<file path="src/rtl/imem_loader_pkg.sv">
// Shared loader definitions: FSM encoding, header length,
// instruction-memory geometry and per-state output flags.
package imem_loader_pkg;

  localparam int IMEM_ADDR_W = 8;
  localparam int IMEM_DEPTH  = 256;
  localparam int HDR_BYTES   = 2;

  typedef enum logic [2:0] {
    S_IDLE    = 3'd0,
    S_HDR     = 3'd1,
    S_LOAD    = 3'd2,
    S_RELEASE = 3'd3,
    S_RUN     = 3'd4,
    S_ERR     = 3'd5
  } ld_state_t;

  typedef struct packed {
    logic cpu_rst;
    logic busy;
    logic done;
    logic err;
    logic ready;
  } ld_flags_t;

  function automatic ld_flags_t flags_of(ld_state_t s);
    ld_flags_t f;
    f = '{cpu_rst: 1'b1, busy: 1'b0, done: 1'b0,
          err: 1'b0, ready: 1'b0};
    unique case (s)
      S_HDR, S_LOAD: begin
        f.busy  = 1'b1;
        f.ready = 1'b1;
      end
      S_RUN: begin
        f.cpu_rst = 1'b0;
        f.done    = 1'b1;
      end
      S_ERR:   f.err = 1'b1;
      default: ;
    endcase
    return f;
  endfunction

endpackage

</file>
<file path="src/rtl/imem_loader_if.sv">
// Byte-stream input and instruction-memory write bus
// of the program loader.
interface imem_loader_if #(
  parameter int ADDR_W = 8
) ();
  logic              byte_valid;
  logic [7:0]        byte_data;
  logic              byte_ready;
  logic              imem_we;
  logic [ADDR_W-1:0] imem_addr;
  logic [31:0]       imem_wdata;

  modport master (
    input  byte_valid, byte_data,
    output byte_ready, imem_we, imem_addr, imem_wdata
  );

  modport slave (
    output byte_valid, byte_data,
    input  byte_ready, imem_we, imem_addr, imem_wdata
  );
endinterface

</file>
<file path="src/rtl/imem_loader_byte_packer.sv">
// Big-endian 4-byte to 32-bit assembler; word_valid marks
// the cycle the 4th byte is accepted.
module byte_packer (
  input  logic        clk,
  input  logic        rst,
  input  logic        clr,
  input  logic        in_valid,
  input  logic [7:0]  in_data,
  output logic        word_valid,
  output logic [31:0] word
);

  logic [23:0] sh;
  logic [1:0]  cnt;

  assign word_valid = in_valid && (cnt == 2'd3);
  assign word       = {sh, in_data};

  // Shift in accepted bytes; gaps simply hold the partial word.
  always_ff @(posedge clk or negedge rst) begin
    if (!rst) begin
      sh  <= '0;
      cnt <= '0;
    end else if (clr) begin
      sh  <= '0;
      cnt <= '0;
    end else if (in_valid) begin
      sh  <= {sh[15:0], in_data};
      cnt <= cnt + 2'd1;
    end
  end

endmodule

</file>
<file path="src/rtl/imem_loader.sv">
// Streams a length-prefixed program into instruction
// memory, holding the CPU in reset until it is complete.
module imem_loader
  import imem_loader_pkg::*;
#(
  parameter int ADDR_W = IMEM_ADDR_W,
  parameter int DEPTH  = IMEM_DEPTH
) (
  input  logic          clk,
  input  logic          rst,
  input  logic          load_start,
  imem_loader_if.master bus,
  output logic          cpu_rst,
  output logic          busy,
  output logic          done,
  output logic          err,
  output logic [ADDR_W:0] words_loaded
);

  ld_state_t   state;
  ld_state_t   nxt;
  logic [1:0]  rst_q;
  logic        hdr_idx;
  logic [7:0]  hdr_hi;
  logic [15:0] n_words;
  logic [15:0] n_hdr;
  logic        acc;
  logic        hdr_done;
  logic        pk_in;
  logic        pk_valid;
  logic [31:0] pk_word;
  logic        last;

  assign acc      = bus.byte_valid && bus.byte_ready;
  assign n_hdr    = {hdr_hi, bus.byte_data};
  assign hdr_done = (state == S_HDR) && acc &&
                    (hdr_idx == 1'(HDR_BYTES - 1));
  assign pk_in    = (state == S_LOAD) && acc;
  assign last     = pk_valid &&
                    (17'(words_loaded) + 17'd1 == 17'(n_words));

  byte_packer u_packer (
    .clk        (clk),
    .rst        (rst),
    .clr        (state != S_LOAD),
    .in_valid   (pk_in),
    .in_data    (bus.byte_data),
    .word_valid (pk_valid),
    .word       (pk_word)
  );

  // Next-state decode.
  always_comb begin
    nxt = state;
    unique case (state)
      S_IDLE:
        if (load_start && rst_q[1]) nxt = S_HDR;
      S_HDR:
        if (hdr_done) begin
          if (n_hdr == 16'd0)
            nxt = S_RELEASE;
          else if (32'(n_hdr) > 32'(DEPTH))
            nxt = S_ERR;
          else
            nxt = S_LOAD;
        end
      S_LOAD:
        if (last) nxt = S_RELEASE;
      S_RELEASE:
        nxt = S_RUN;
      S_RUN, S_ERR:
        if (load_start) nxt = S_HDR;
      default:
        nxt = S_IDLE;
    endcase
  end

  // State, registered flags, header capture and memory writes.
  always_ff @(posedge clk or negedge rst) begin
    if (!rst) begin
      state          <= S_IDLE;
      rst_q          <= '0;
      cpu_rst        <= 1'b1;
      busy           <= 1'b0;
      done           <= 1'b0;
      err            <= 1'b0;
      bus.byte_ready <= 1'b0;
      bus.imem_we    <= 1'b0;
      bus.imem_addr  <= '0;
      bus.imem_wdata <= '0;
      words_loaded   <= '0;
      hdr_idx        <= 1'b0;
      hdr_hi         <= '0;
      n_words        <= '0;
    end else begin
      rst_q <= {rst_q[0], 1'b1};
      state <= nxt;
      {cpu_rst, busy, done, err, bus.byte_ready} <= flags_of(nxt);
      bus.imem_we <= pk_valid;
      if (pk_valid) begin
        bus.imem_addr  <= words_loaded[ADDR_W-1:0];
        bus.imem_wdata <= pk_word;
        words_loaded   <= words_loaded + 1'b1;
      end
      if (state == S_HDR && acc) begin
        hdr_idx <= ~hdr_idx;
        hdr_hi  <= bus.byte_data;
      end
      if (hdr_done) n_words <= n_hdr;
      if (nxt == S_HDR && state != S_HDR) begin
        words_loaded <= '0;
        hdr_idx      <= 1'b0;
      end
    end
  end

endmodule

</file>
<file path="src/flat_wrapper.sv">
// flat-port wrapper written by rule: the top's interface ports become plain ports
module imem_loader_flat import imem_loader_pkg::*;
#(
  parameter int ADDR_W = IMEM_ADDR_W,
  parameter int DEPTH  = IMEM_DEPTH
)
  (clk, rst, load_start, cpu_rst, busy, done, err, words_loaded, bus_byte_valid, bus_byte_data, bus_byte_ready, bus_imem_we, bus_imem_addr, bus_imem_wdata);
  imem_loader_if #(.ADDR_W(ADDR_W)) bus_i ();
  input  logic clk;
  input  logic rst;
  input  logic load_start;
  output logic cpu_rst;
  output logic busy;
  output logic done;
  output logic err;
  output logic [ADDR_W:0] words_loaded;
  input wire logic [$bits(bus_i.byte_valid)-1:0] bus_byte_valid;
  input wire logic [$bits(bus_i.byte_data)-1:0] bus_byte_data;
  output wire logic [$bits(bus_i.byte_ready)-1:0] bus_byte_ready;
  output wire logic [$bits(bus_i.imem_we)-1:0] bus_imem_we;
  output wire logic [$bits(bus_i.imem_addr)-1:0] bus_imem_addr;
  output wire logic [$bits(bus_i.imem_wdata)-1:0] bus_imem_wdata;
  assign bus_i.byte_valid = bus_byte_valid;
  assign bus_i.byte_data = bus_byte_data;
  assign bus_byte_ready = bus_i.byte_ready;
  assign bus_imem_we = bus_i.imem_we;
  assign bus_imem_addr = bus_i.imem_addr;
  assign bus_imem_wdata = bus_i.imem_wdata;
  imem_loader #(.ADDR_W(ADDR_W), .DEPTH(DEPTH)) u_core (.clk(clk), .rst(rst), .load_start(load_start), .bus(bus_i), .cpu_rst(cpu_rst), .busy(busy), .done(done), .err(err), .words_loaded(words_loaded));
endmodule
</file>
<file path="config.mk">
export PLATFORM = sky130hd
export DESIGN_NAME = imem_loader_flat
export DESIGN_NICKNAME = d
export VERILOG_FILES = /design/src/rtl/imem_loader_pkg.sv /design/src/rtl/imem_loader_if.sv /design/src/rtl/imem_loader_byte_packer.sv /design/src/rtl/imem_loader.sv /design/src/flat_wrapper.sv
export SDC_FILE = /design/constraint.sdc
export NUM_CORES = 1
export LEC_CHECK = 0
export ABC_CLOCK_PERIOD_IN_PS = 2700
export CAP_MARGIN = 20
export CORE_MARGIN = 10
export CORE_UTILIZATION = 35
export CTS_CLUSTER_DIAMETER = 100
export CTS_CLUSTER_SIZE = 10
export DETAILED_ROUTE_END_ITERATION = 10
export DONT_BUFFER_PORTS = 1
export PLACE_DENSITY = 0.45
export SLEW_MARGIN = 20
export SYNTH_ARGS = -nofsm -noshare
export SYNTH_HDL_FRONTEND = slang
export SYNTH_SLANG_ARGS = --single-unit
</file>
<file path="constraint.sdc">
create_clock -name clk -period 2.7 [get_ports clk]
set_input_delay 0.54 -clock clk [delete_from_list [all_inputs] [get_ports clk]]
set_output_delay 0.54 -clock clk [all_outputs]
set_load 0.01 [all_outputs]
</file>
==> reports/qor.yml, run 1 <==
vdd_drop_max_uv: 348.1
dr.pass1.iters: 4
die_x_um: 135.4
p_leak_uw: 0.002269
post_cts_buffers: 0
num_vias: 2878
clk_root_buffer_cell: "clkbuf_16"
critical_path_class: "reg2reg"
nFillCells: 1304
maxCapViolCount: 0
pwr-share-clk: 0.341
antenna_left: 0
clock_sinks: 110
fmax_mhz: 430.1
syn-num-nets: 408
cp_data_required_time_ns: 2.94
ys.flop_type: "dfrtp_1"
route.detailed.drc: 0
fin_crit_sh: 0.8612
worstMarginPinSlew_ns: 0.9032
met3_length_um: 804
cp_data_arrival_time_ns: 2.57
violations: "hold timing"
die_h_um: 135.4
drt_wl_total_um: 10710
synth.cell_area_mm2: 0.004659
fin_crit_ns: 2.325
cts-htree-levels: 3
synth_edf_count: 0
drt_iter0_drc: 175
async_flop_share: 1.000
dp_hpwl_um: 7410
grt_antenna_before_repair: 0
cp-start-kind: "flip-flop"
grt_setup_unrepaired: "false"
cts_buffers: 9
status: "complete, but fails checks"
end_kind: "flip-flop"
swShare: 0.2676
drive_above_1_share: 0.2362
p_per_area_mw_per_mm2: 800.5
met2_length_um: 4661
final_hold_viol_count: 109
place.gp.congestion: 0.7611
ys_types: 45
avgRoutedWirePerCell_um: 18.67
yosysSeqAreaShare: 0.5910
diodes: 0
track_usage: 0.1212
grt_max_degree: 111
avgSynthCellArea_um2: 11.83
rows: 42
rr_worst_depth: 6
finalSetupViolations: 0
cp_max_fo: 6
clockBufferDepth: 2
start_util: 0.3547
synth-seq-cells: 110
drt-met1-wl_um: 5063
dr.max_layer_used: "met4"
cts_tree: "yes"
hold_ws_ns: -0.1180
placed_area_mm2: 0.004860
rr_endpoint: "u_core.done"
core_mm2: 0.01314
clk_latency_ns: 0.35
setup_tns_ns: 0
final_common_cell: "dfrtp_1"
grt_pass1_vias: 2904
io_pins: 67
pwr-share-seq: 0.495
p_sw_uw: 1108
fin_skew_ns: 0.005113
io_buffer_count: 0
slew_headroom: 0.3964
combPwrFrac: 0.164
power.internal_uw: 3032
synth_warnings: 0
final_nets: 408
viasPerCell: 5.014
cts_resized: 0
area_growth_pct: 10.98
hold_class: "in2async"
grt_pass1_wl_um: 17240
netlist_instances: 394
most-common-layout-cells: "109 x dfrtp_1, 63 x mux2_2, 59 x nand2_1"
rr_startpoint: "u_core.words_loaded[4]"
drv_slew: 0
reg2reg_slack_ns: 0.37
clk_pin_slew_worst_paths_ns: 0.07
grt_overflow: 0
design_area_mm2: 0.005171
die-area_mm2: 0.01833
[synthesized netlist by cell type, types with 3 or more instances]
cell type | count | share of area
xor2_1 | 7 | 0.013
xnor2_1 | 13 | 0.024
buf_2 | 5 | 0.0054
dfrtp_1 | 109 | 0.59
nor3b_1 | 3 | 0.0048
nand4_1 | 5 | 0.0067
nand2_1 | 59 | 0.048
clkbuf_1 | 9 | 0.0072
a21oi_1 | 28 | 0.030
nor2_1 | 19 | 0.015
o21ai_0 | 5 | 0.0054
nor4_1 | 5 | 0.0067
buf_1 | 6 | 0.0048
nand3_1 | 10 | 0.011
mux2_2 | 63 | 0.15
and3_1 | 4 | 0.0054
inv_1 | 6 | 0.0048
[cells by family (layout without fill, tap and decap cells)]
logic type	Yosys count	after routing	share of synthesized area
muxes	64	64	0.1544
adders and majority gates	2	2	0.005370
AOI/OAI and AO/OA	49	49	0.06364
DFF	110	110	0.5910
other	1	1	0.0008048
and+or+nand+nor	119	119	0.1184
xor gates and xnor gates	20	20	0.03759
buffers and inverters	29	33	0.02873
[area by class of cell]
type	count	area, µm²	area share
repair buffers	12	90.09	0.01742
well taps	176	220.2	0.04258
inverters	6	22.52	0.004355
clock buffers	10	229.0	0.04428
clock inverters	5	82.58	0.01597
multi-input cells	255	1773	0.3429
flip-flops and latches	110	2754	0.5325
[power by group through the flow]
stage	logic (µW)	registers, µW	clock network [µW]
after floorplan	558	2020	0
after global placement	665	2080	0
after detailed placement	681	2090	0
after CTS	686	2060	1450
after global routing	747	2090	1520
final	678	2050	1410
[critical path: stages (launching register included)]
cell and delay, ns:
dfrtp_1 0.48, nand3_1 0.23, or4_1 0.58, xnor2_1 0.14
a2111o_1 0.42, o21a_1 0.23, and2_1 0.14
[stage by stage]
stage	setup slack, ns	cells	util	total power [µW]
after global routing	0.2352	574	0.3936	4354
after detailed placement	0.3787	559	0.3699	2771
final	0.3747	574	0.3936	4140
after floorplan	0.4446	394	-	2576
after CTS	0.3602	574	0.3936	4194
after global placement	0.4025	559	0.3699	2748
[routing by layer]
| metal | up-vias | global-route usage |
|---|---|---|
| met5 | - | 0 |
| met4 | 0 | 0.05144 |
| met3 | 15 | 0.04525 |
| met2 | 59 | 0.1666 |
| met1 | 1448 | 0.1662 |
| li1 | 1356 | - |
[worst max-delay path by stage]
stage | start | to
after global routing | u_core.words_loaded[4] | u_core.done
after CTS | u_core.words_loaded[4] | u_core.done
after global placement | u_core.words_loaded[4] | u_core.done
after detailed placement | u_core.words_loaded[4] | u_core.done
final | u_core.words_loaded[4] | u_core.done
after floorplan | u_core.words_loaded[1] | u_core.done
[state kept, by name, summed over array words and instances (netlist names)]
signal / cells
u_core.bus.imem_wdata: 32
u_core.u_packer.sh: 24
u_core.n_words: 16
u_core.words_loaded: 9
u_core.bus.imem_addr: 8
u_core.hdr_hi: 8
u_core.state: 3
u_core.rst_q: 2
u_core.u_packer.cnt: 2
u_core.bus.imem_we: 1
u_core.busy: 1
u_core.cpu_rst: 1
u_core.done: 1
u_core.err: 1
u_core.hdr_idx: 1
Power figures use the tool's default switching activity.
==> run 2, diff against run 1 <==
GPL_ROUTABILITY_DRIVEN = 0   (was default)
==> results of run 2 <==
No change in the layout: final DEF, timing and power equal those of run 1.
==> run 3, diff against run 2 <==
ABC_CLOCK_PERIOD_IN_PS = 2800   (was 2700)
CORE_UTILIZATION = 65   (was 35)
PLACE_DENSITY = 0.77   (was 0.45)
clock period = 2.8 ns   (was 2.7 ns; I/O delays follow)
==> reports/qor.yml, run 3 (synthesis gave the netlist of run 1 again) <==
status: "complete, but fails checks"
violations: "hold timing"
die_h_um: 104.7
grt_overflow: 0
worstMarginPinSlew_ns: 0.8541
reg2reg_slack_ns: 0.45
grt_setup_unrepaired: "false"
track_usage: 0.1779
largest_reg_flops: 32
area_growth_pct: 5.639
rr_worst_depth: 6
vdd_drop_max_uv: 375.2
post_cts_buffers: 0
slew_headroom: 0.4292
cp_max_fo: 6
clk_root_buffer_cell: "clkbuf_8"
cp_data_required_time_ns: 3.07
viasPerCell: 5.943
clockBufferDepth: 2
grt_pass1_wl_um: 15950
final_hold_viol_count: 109
diodes: 0
crit_path_start: "u_core.words_loaded[4]"
drt_wl_total_um: 9630
clk_latency_ns: 0.38
drv_slew: 0
fin_crit_ns: 2.352
rr_startpoint: "u_core.words_loaded[4]"
p_per_area_mw_per_mm2: 714.4
hold_ws_ns: -0.1276
core_mm2: 0.006869
rows: 30
most-common-layout-cells: "109 x dfrtp_1, 63 x mux2_2, 59 x nand2_1"
finalSetupViolations: 0
die-area_mm2: 0.01095
total_power_uw: 3516
fmax_mhz: 425.2
avgRoutedWirePerCell_um: 19.57
dr.pass1.iters: 4
num_vias: 2924
final_nets: 406
antenna_left: 0
hold_class: "in2async"
cts_buffers: 9
dp_hpwl_um: 6722
dp_cells: 477
clock_sinks: 110
grt_max_degree: 111
die_x_um: 104.7
cts_tree: "yes"
cts-htree-levels: 3
p_leak_uw: 0.002194
maxCapViolCount: 0
grt_antenna_before_repair: 0
stdcell_count: 492
grt_pass1_vias: 2948
drt_iter0_drc: 202
fin_skew_ns: 0.01263
crit_end: "u_core.done"
setup_tns_ns: 0
start_util: 0.6783
clk_pin_slew_worst_paths_ns: 0.11
fin_crit_sh: 0.8399
top_register: "u_core.bus.imem_wdata"
nFillCells: 489
rr_endpoint: "u_core.done"
cts_resized: 0
io_pins: 67
cp-start-kind: "flip-flop"
io_buffer_count: 0
end_kind: "flip-flop"
cp_data_arrival_time_ns: 2.62
route.detailed.drc: 0
largestRegisters: "u_core.bus.imem_wdata (32), u_core.u_packer.sh (24), u_core.n_words (16)"
drive_above_1_share: 0.2348
final_common_cell: "dfrtp_1"
critical_path_class: "reg2reg"
run 3: power by group:
| part | switching (µW) | internal [µW] |
|---|---|---|
| Sequential | 186 | 1800 |
| Combinational | 323 | 332 |
| Clock | 543 | 334 |
| Total | 1050 | 2460 |
run 3: routing by layer:
layer / global-route usage / vias to the layer above / share of wire
met5: 0 / - / 0
met4: 0.05294 / 0 / 0.0096
met3: 0.05774 / 9 / 0.071
met2: 0.2695 / 86 / 0.45
met1: 0.2393 / 1475 / 0.46
li1: - / 1354 / -
run 3: worst min-delay path by stage:
| stage | startpoint | slack (ns) | end |
|---|---|---|---|
| final | rst | -0.13 | u_core.bus.imem_wdata[26] |
| after global routing | rst | -0.16 | u_core.bus.imem_wdata[24] |
| after CTS | rst | -0.14 | u_core.u_packer.sh[3] |
| after detailed placement | rst | 0.27 | u_core.bus.imem_addr[2] |
| after global placement | rst | 0.27 | u_core.bus.imem_addr[5] |
| after floorplan | rst | 0.26 | u_core.bus.imem_addr[0] |
run 3: worst max-delay path, stage by stage, from the launching register on:
cell	delay [ns]
dfrtp_1	0.50
nand3_1	0.24
or4_1	0.58
xnor2_1	0.16
a2111o_1	0.41
o21a_1	0.22
and2_1	0.14
run 3: layout make-up:
| type | count | area [µm²] | share of cell area |
|---|---|---|---|
| sequential | 110 | 2754 | 0.5595 |
| multi-input combinational | 255 | 1773 | 0.3602 |
| clock buffer | 9 | 123.9 | 0.02517 |
| tap | 96 | 120.1 | 0.02440 |
| timing repair buffer | 10 | 75.07 | 0.01525 |
| clock inverter | 6 | 53.80 | 0.01093 |
| inverter | 6 | 22.52 | 0.004575 |
run 3: metrics by stage:
stage	utilization	setup WS, ns	hold slack (ns)	instance area (µm²)
after floorplan	-	0.5446	0.2644	4659
after global placement	0.6907	0.5662	0.2690	4745
after detailed placement	0.6907	0.4880	0.2687	4745
after CTS	0.7166	0.4608	-0.1410	4922
after global routing	0.7166	0.3512	-0.1600	4922
final	0.7166	0.4484	-0.1276	4922
